==> config.mk <==
export PLATFORM = sky130hd
export DESIGN_NAME = pc_fetch_unit
export DESIGN_NICKNAME = d
export VERILOG_FILES = /design/src/rtl/pc_fetch_unit.sv
export SDC_FILE = /design/constraint.sdc
export NUM_CORES = 1
export LEC_CHECK = 0
export CAP_MARGIN = 20
export CORE_AREA = 3 3 117 119
export CTS_CLUSTER_DIAMETER = 40
export CTS_CLUSTER_SIZE = 10
export DETAILED_ROUTE_END_ITERATION = 7
export DIE_AREA = 0 0 120 122
export PLACE_DENSITY = 0.81
export SLEW_MARGIN = 20
export SYNTH_ARGS = -nofsm -noshare
export SYNTH_HDL_FRONTEND = slang
export SYNTH_SLANG_ARGS = --single-unit
==> constraint.sdc <==
create_clock -name clk -period 3.51 [get_ports clk]
set_input_delay 0.702 -clock clk [delete_from_list [all_inputs] [get_ports clk]]
set_output_delay 0.702 -clock clk [all_outputs]
set_load 0.03 [all_outputs]
==> src/rtl/pc_fetch_unit.sv <==
// pc_fetch_unit
//
// Sequencing front end for a multi-cycle processor: fetches one instruction
// word at the current pc, holds it in execute while the rest of the core
// works on it, then advances pc (sequential, branch or jump) and fetches
// again. At best one instruction completes every two cycles.
//
// Optional feature: define PC_FETCH_HALT_EN to stop fetching on a self-jump
// (a jump whose target is its own address). Without the macro a self-jump
// just refetches and halted is tied low.
//
// Parameters
//   RESET_PC     byte address loaded into pc while rst is high
//
// Ports
//   clk          rising-edge clock
//   rst          asynchronous active-high reset
//   imem_req     fetch request, high only while fetching
//   imem_addr    fetch byte address (always pc)
//   imem_ack     instruction memory returns imem_rdata this cycle
//   imem_rdata   fetched instruction word
//   instr        registered current instruction
//   op           instr[31:26], opcode for the decoder
//   instr_valid  instr is executing this cycle
//   branch       decoder: conditional branch
//   jump         decoder: jump (also set alongside branch for j)
//   branch_cond  datapath: branch condition holds
//   stall        hold the current instruction in execute
//   pc           current pc
//   pc_plus4     pc + 4 (modulo 2^32)
//   halted       fetch stopped on a self-jump (feature build only)

module pc_fetch_unit #(
    parameter logic [31:0] RESET_PC = 32'h0000_0000
) (
    input  logic        clk,
    input  logic        rst,
    output logic        imem_req,
    output logic [31:0] imem_addr,
    input  logic        imem_ack,
    input  logic [31:0] imem_rdata,
    output logic [31:0] instr,
    output logic [5:0]  op,
    output logic        instr_valid,
    input  logic        branch,
    input  logic        jump,
    input  logic        branch_cond,
    input  logic        stall,
    output logic [31:0] pc,
    output logic [31:0] pc_plus4,
    output logic        halted
);

    // Instructions are word aligned; dropping the low bits of the reset
    // address keeps pc[1:0] at zero for every reachable pc.
    localparam logic [31:0] RESET_PC_ALIGNED = RESET_PC & 32'hFFFF_FFFC;

    typedef enum logic [1:0] {
        IDLE  = 2'd0,
        FETCH = 2'd1,
        EXEC  = 2'd2,
        HALT  = 2'd3
    } state_t;

    state_t      state_reg;
    state_t      state_next;
    logic [31:0] pc_reg;
    logic [31:0] pc_next;
    logic [31:0] instr_reg;
    logic [31:0] instr_next;

    logic [31:0] seq_pc;
    logic [31:0] branch_offset;
    logic [31:0] branch_target;
    logic [31:0] jump_target;
    logic [31:0] target_pc;
    logic        enter_halt;

    // ------------------------------------------------------------------
    // Next-pc candidates. All arithmetic wraps at 32 bits, so a pc of
    // 32'hFFFF_FFFC has a sequential successor of zero.
    // ------------------------------------------------------------------
    assign seq_pc        = pc_reg + 32'd4;
    assign branch_offset = {{14{instr_reg[15]}}, instr_reg[15:0], 2'b00};
    assign branch_target = seq_pc + branch_offset;
    // Jump keeps the 256 MB region of the delay-slot-free successor pc.
    assign jump_target   = {seq_pc[31:28], instr_reg[25:0], 2'b00};

    // The decoder raises branch together with jump for j, so jump must win.
    always_comb begin
        target_pc = seq_pc;
        if (jump) begin
            target_pc = jump_target;
        end else if (branch && branch_cond) begin
            target_pc = branch_target;
        end
    end

`ifdef PC_FETCH_HALT_EN
    logic self_jump;

    // A jump to its own address is the program's way of saying "done".
    assign self_jump  = jump && (target_pc == pc_reg);
    assign enter_halt = self_jump;
    assign halted     = (state_reg == HALT);
`else
    assign enter_halt = 1'b0;
    assign halted     = 1'b0;
`endif

    // ------------------------------------------------------------------
    // State register
    // ------------------------------------------------------------------
    always_ff @(posedge clk or posedge rst) begin
        if (rst) begin
            state_reg <= IDLE;
        end else begin
            state_reg <= state_next;
        end
    end

    // pc and instruction registers share the async reset so a reset in the
    // middle of a fetch or execute throws the operation away at once.
    always_ff @(posedge clk or posedge rst) begin
        if (rst) begin
            pc_reg    <= RESET_PC_ALIGNED;
            instr_reg <= 32'h0000_0000;
        end else begin
            pc_reg    <= pc_next;
            instr_reg <= instr_next;
        end
    end

    // ------------------------------------------------------------------
    // Next-state and datapath update
    // ------------------------------------------------------------------
    always_comb begin
        state_next = state_reg;
        pc_next    = pc_reg;
        instr_next = instr_reg;

        case (state_reg)
            IDLE: begin
                // One quiet cycle after reset release before the first fetch.
                state_next = FETCH;
            end

            FETCH: begin
                // imem_ack is only meaningful here; elsewhere it is ignored.
                if (imem_ack) begin
                    instr_next = imem_rdata;
                    state_next = EXEC;
                end
            end

            EXEC: begin
                if (!stall) begin
                    pc_next = target_pc;
                    if (enter_halt) begin
                        state_next = HALT;
                    end else begin
                        state_next = FETCH;
                    end
                end
            end

            HALT: begin
                // Only rst leaves HALT; pc and instr stay frozen.
                state_next = HALT;
            end

            default: begin
                state_next = IDLE;
            end
        endcase
    end

    // ------------------------------------------------------------------
    // Outputs: all decoded from registered state, so rst forces them to
    // their idle values without waiting for a clock edge.
    // ------------------------------------------------------------------
    assign imem_req    = (state_reg == FETCH);
    assign imem_addr   = pc_reg;
    assign instr_valid = (state_reg == EXEC);
    assign instr       = instr_reg;
    assign op          = instr_reg[31:26];
    assign pc          = pc_reg;
    assign pc_plus4    = seq_pc;

endmodule
Yosys cells after proc, flatten, opt, wreduce, memory -nomap -nowiden

Index checks and enable logic that the tools add are counted.

Word-level logic and storage cells: 21
Output and inout port bits: 137
Register bits after elaboration: 66

Eq/ne operators: 5
Muxes and demuxes: 5
Bitwise logic cells: 1
Add/sub/neg operators: 2
Reductions and logical operators: 5

Operators by type and width:

| kind                                          | number |
|---|---|
| two-way mux 32 bit                            | 2 |
| adder 32 x 3 -> 32 bit, second input constant | 1 |
| adder 32 bit                                  | 1 |
| case mux 2 bit (4 select lines)               | 1 |
| AND reduction 2 bit                           | 3 |
| == test 2 bit, second input constant          | 2 |
| two-way mux 2 bit                             | 2 |
| == test 2 x 1 -> 1 bit, second input constant | 1 |
| logical NOT 2 bit                             | 1 |
| != test 2 x 1 -> 1 bit, second input constant | 1 |
| != test 2 bit, second input constant          | 1 |
| logical AND 1 bit                             | 1 |
| NOT 1 bit                                     | 1 |

Logic depth before layout (Yosys ltp)

Depth in word-level cells: 4
Gate-level depth with buffers: 16
Gate-level depth less buffers: 15

Worst setup path before layout

OpenSTA, ideal clock, no wires.

Kind: flip-flop to flip-flop
Start: reg pc_reg[7] (netlist: imem_addr[7])
End: reg pc_reg[24] (netlist: imem_addr[24])
Setup time: 0.133 ns
Data required time: 3.377 ns
Cell stages (with the launch flop): 15
Period minus slack after synthesis: 4.001 ns
Slack: -0.491 ns
Path buffers: 1
Data arrival time: 3.867 ns
Cell sequence: dfrtp_1 -> nand4_1 -> or3_4 -> and2b_1 -> xor2_1 -> ha_1 -> clkbuf_1 -> a21oi_1 -> o21ai_0 -> a31oi_1 -> o211ai_1 -> a221o_1 -> a21o_1 -> a221oi_1 -> a21oi_1

Longest elaborated chain between the ends: 4

RTL lines:

| what                   | line | source |
|---|---|---|
| start, declared        | 67   | `logic [31:0] pc_reg;` |
| start signal, assigned | 129  | `pc_reg <= pc_next;` |
| adder 32 x 3 -> 32 bit | 83   | `assign seq_pc = pc_reg + 32'd4;` |
| net pc_plus4[15]       | 50   | `output logic [31:0] pc_plus4,` |
| adder 32 bit           | 85   | `assign branch_target = seq_pc + branch_offset;` |
| two-way mux 32 bit     | 94   | `end else if (branch && branch_cond) begin` |
| two-way mux 32 bit     | 92   | `if (jump) begin` |

The timed path passes the listed nets, and every way through them passes these cells.
A chain may end at the register's enable or synchronous reset.

Worst setup path in the final report

Start: reg pc_reg[14] (netlist: imem_addr[14])
End: reg pc_reg[29] (netlist: imem_addr[29])

Longest elaborated chain between the ends: 4

RTL lines:

| what                       | line |
|---|---|
| adder 32 x 3 -> 32 bit (*) | 83 |
| adder 32 bit               | 85 |
| two-way mux 32 bit         | 94 |
| two-way mux 32 bit (*)     | 92 |

Mark *: on every way between the ends. The rest lies on a longest branch, timed or not.

==> flow_summary.ini <==
[worst_hold_path]
hp-class = flop to flop

[synth]
synth_top_area_share = 0.2953
yosys_warnings = 0
synthTopCellsByCount = dfrtp_1, nand2_1, a21oi_1, nor2_1, buf_4
synth_top_area_cell = dfrtp_1
ys_ff_latch = 64
synthMostInstantiatedCell = dfrtp_1
synthCells = 624
syn_avg_cell_area_sq_um = 8.692
synth_edf_count = 0
synthesis.area_sq_um = 5424
synth.distinct_cells = 67
ys.flop_type = dfrtp_1
synth_area_leaders = dfrtp_1, ha_1, mux2_2
async_reset_ff_frac = 1.000
seq_area_frac_synth = 0.2953

[sta]
maxSlewHeadroom = 0.5485
worstMarginPinSlew_ps = 677.3
skew_ps = 8.673
postLayoutSetupSlackWorst_ps = 62.73
fin_crit_sh = 0.9821
drv_slew = 0
rsz0062_at_grt = yes
fin_crit_ps = 3447
fmax_ghz = 0.2901
tns_ps = 0
setup_viol = 0
hold_viol = 0

[grt]
grt_start_max_net_pins = 39
grt-ovfl-total = 0
grt_pass1_wl_um = 30720
grt_pass1_vias = 5866
antenna_found_initial = 0
grt_use_total = 0.2645

[outcome]
status = complete, no violations

[floorplan]
rows = 41
die_w_um = 120
coreArea_sq_um = 12670
fp.dieH_um = 122
dieArea_sq_um = 14640
ios = 176
initial_utilization = 0.4281

[clock_tree]
cts_made_buffers = 9
clk_pin_slew_ps = 60
cts_tree = done
clock_latency_ps = 340
clock_path_buffers = 2
clockRootBuffer = clkbuf_16
numClockSinks = 64
ctsHoldBuffers = 0
cts-htree-levels = 3

[drt]
routed_wl_um = 19530
drc = 0
wire_per_inst_um = 19.58
via_per_inst = 5.788
drtPass1Iterations = 5
first_iter_violations = 475
ant_nets = 0
vias = 5771

[layout]
largest_reg_flops = 32
postLayoutCoreUtil = 0.6573
fillers = 969
area_delta_synth_final_pct = 53.54
drive_gt1_frac = 0.2606
finalNetCount = 896
diodes = 0

[critical_path]
cp-end-kind = flop
crit_type = flop to flop
start_kind = flop
arrival_ps = 3660
path_max_fanout = 5
crit_required_ps = 3720

[run]
drv_cap = 0

[placed_design]
pre_cts_ws_ps = -128.6
routabilityCongestion = 1.099
hpwl_um = 14600
port-buffer-count = 168
cell families (layout without fill, tap and decap cells):
group | count (synthesis) | after routing | synth area share
AND/OR/NAND/NOR | 184 | 184 | 0.1705
AO/OA/AOI/OAI | 183 | 183 | 0.2217
buffers and inverters | 78 | 273 | 0.08397
flip-flops | 64 | 64 | 0.2953
XOR/XNOR | 42 | 42 | 0.06920
adder cells (fa/ha/maj) | 37 | 37 | 0.08674
multiplexers | 35 | 35 | 0.07197
other | 1 | 7 | 0.0006914
layer usage:
layer,routed length [um],GRT usage
met1,7711,0.3442
met2,9328,0.4306
met3,2047,0.06964
met4,437,0.08518
met5,0,0
cell usage in the layout, fill, tap and decap left out, drive strengths merged, types with 14 or more instances in the layout:
| cell type | instances |
|---|---|
| clkdlybuf4s50 | 160 |
| buf | 75 |
| dfrtp | 64 |
| nand2 | 54 |
| a21oi | 45 |
| nor2 | 44 |
| o21ai | 42 |
| ha | 36 |
| mux2 | 32 |
| xnor2 | 26 |
| nand3 | 19 |
| xor2 | 16 |
| a21o | 14 |
| inv | 14 |
| clkbuf | 14 |
cell type report:
type / count / area, sq um / share of cell area
clock buffer: 13 / 260.3 / 0.03125
clock inverter: 3 / 42.54 / 0.005108
inverter: 14 / 52.55 / 0.006310
multi-input combinational: 488 / 3870 / 0.4647
sequential: 64 / 1619 / 0.1944
tap: 172 / 215.2 / 0.02584
timing repair buffer: 243 / 2268 / 0.2724
critical path, stage by stage, from the launching register on:
cell,delay (ps)
dfrtp_2,420
and4_1,290
and3_2,260
nand3_4,150
nor2_4,200
xor2_4,200
ha_4,240
a21oi_4,130
o211ai_1,170
a211oi_2,240
o211ai_1,180
and2_4,240
a211o_1,320
xnor2_2,200
o21ai_1,80
path summary, 6_finish.rpt:
kind / startpoint / to / slack [ps] / cells past startpoint
worst max-delay path: imem_addr[14] / imem_addr[29] / 60 / 14
worst min-delay path: state_reg[0] / state_reg[1] / 520 / 2
worst max register to register: imem_addr[14] / imem_addr[29] / 60 / 14
worst min register to register: state_reg[0] / state_reg[1] / 520 / 2
max in group asynchronous: rst / imem_addr[14] / 2060 / 3
min in group asynchronous: rst / instr[26] / 780 / 2
through the flow:
step	std cells	instance area [sq um]	hold WS, ps
floorplan	630	5707	477.0
global placement	963	7644	493.5
detailed placement	963	7644	502.1
CTS	980	7959	518.3
global route	997	8328	547.8
finish	997	8328	522.6
timing repair:
item | CTS | global route
setup buffers | 1 | 17
pin swaps | 2 | 27
setup endpoints to repair | 10 | 18
resized for setup | 12 | 53
Power is not shown: default switching activity piles up to over one toggle a cycle in this logic, so the estimate is an artifact.
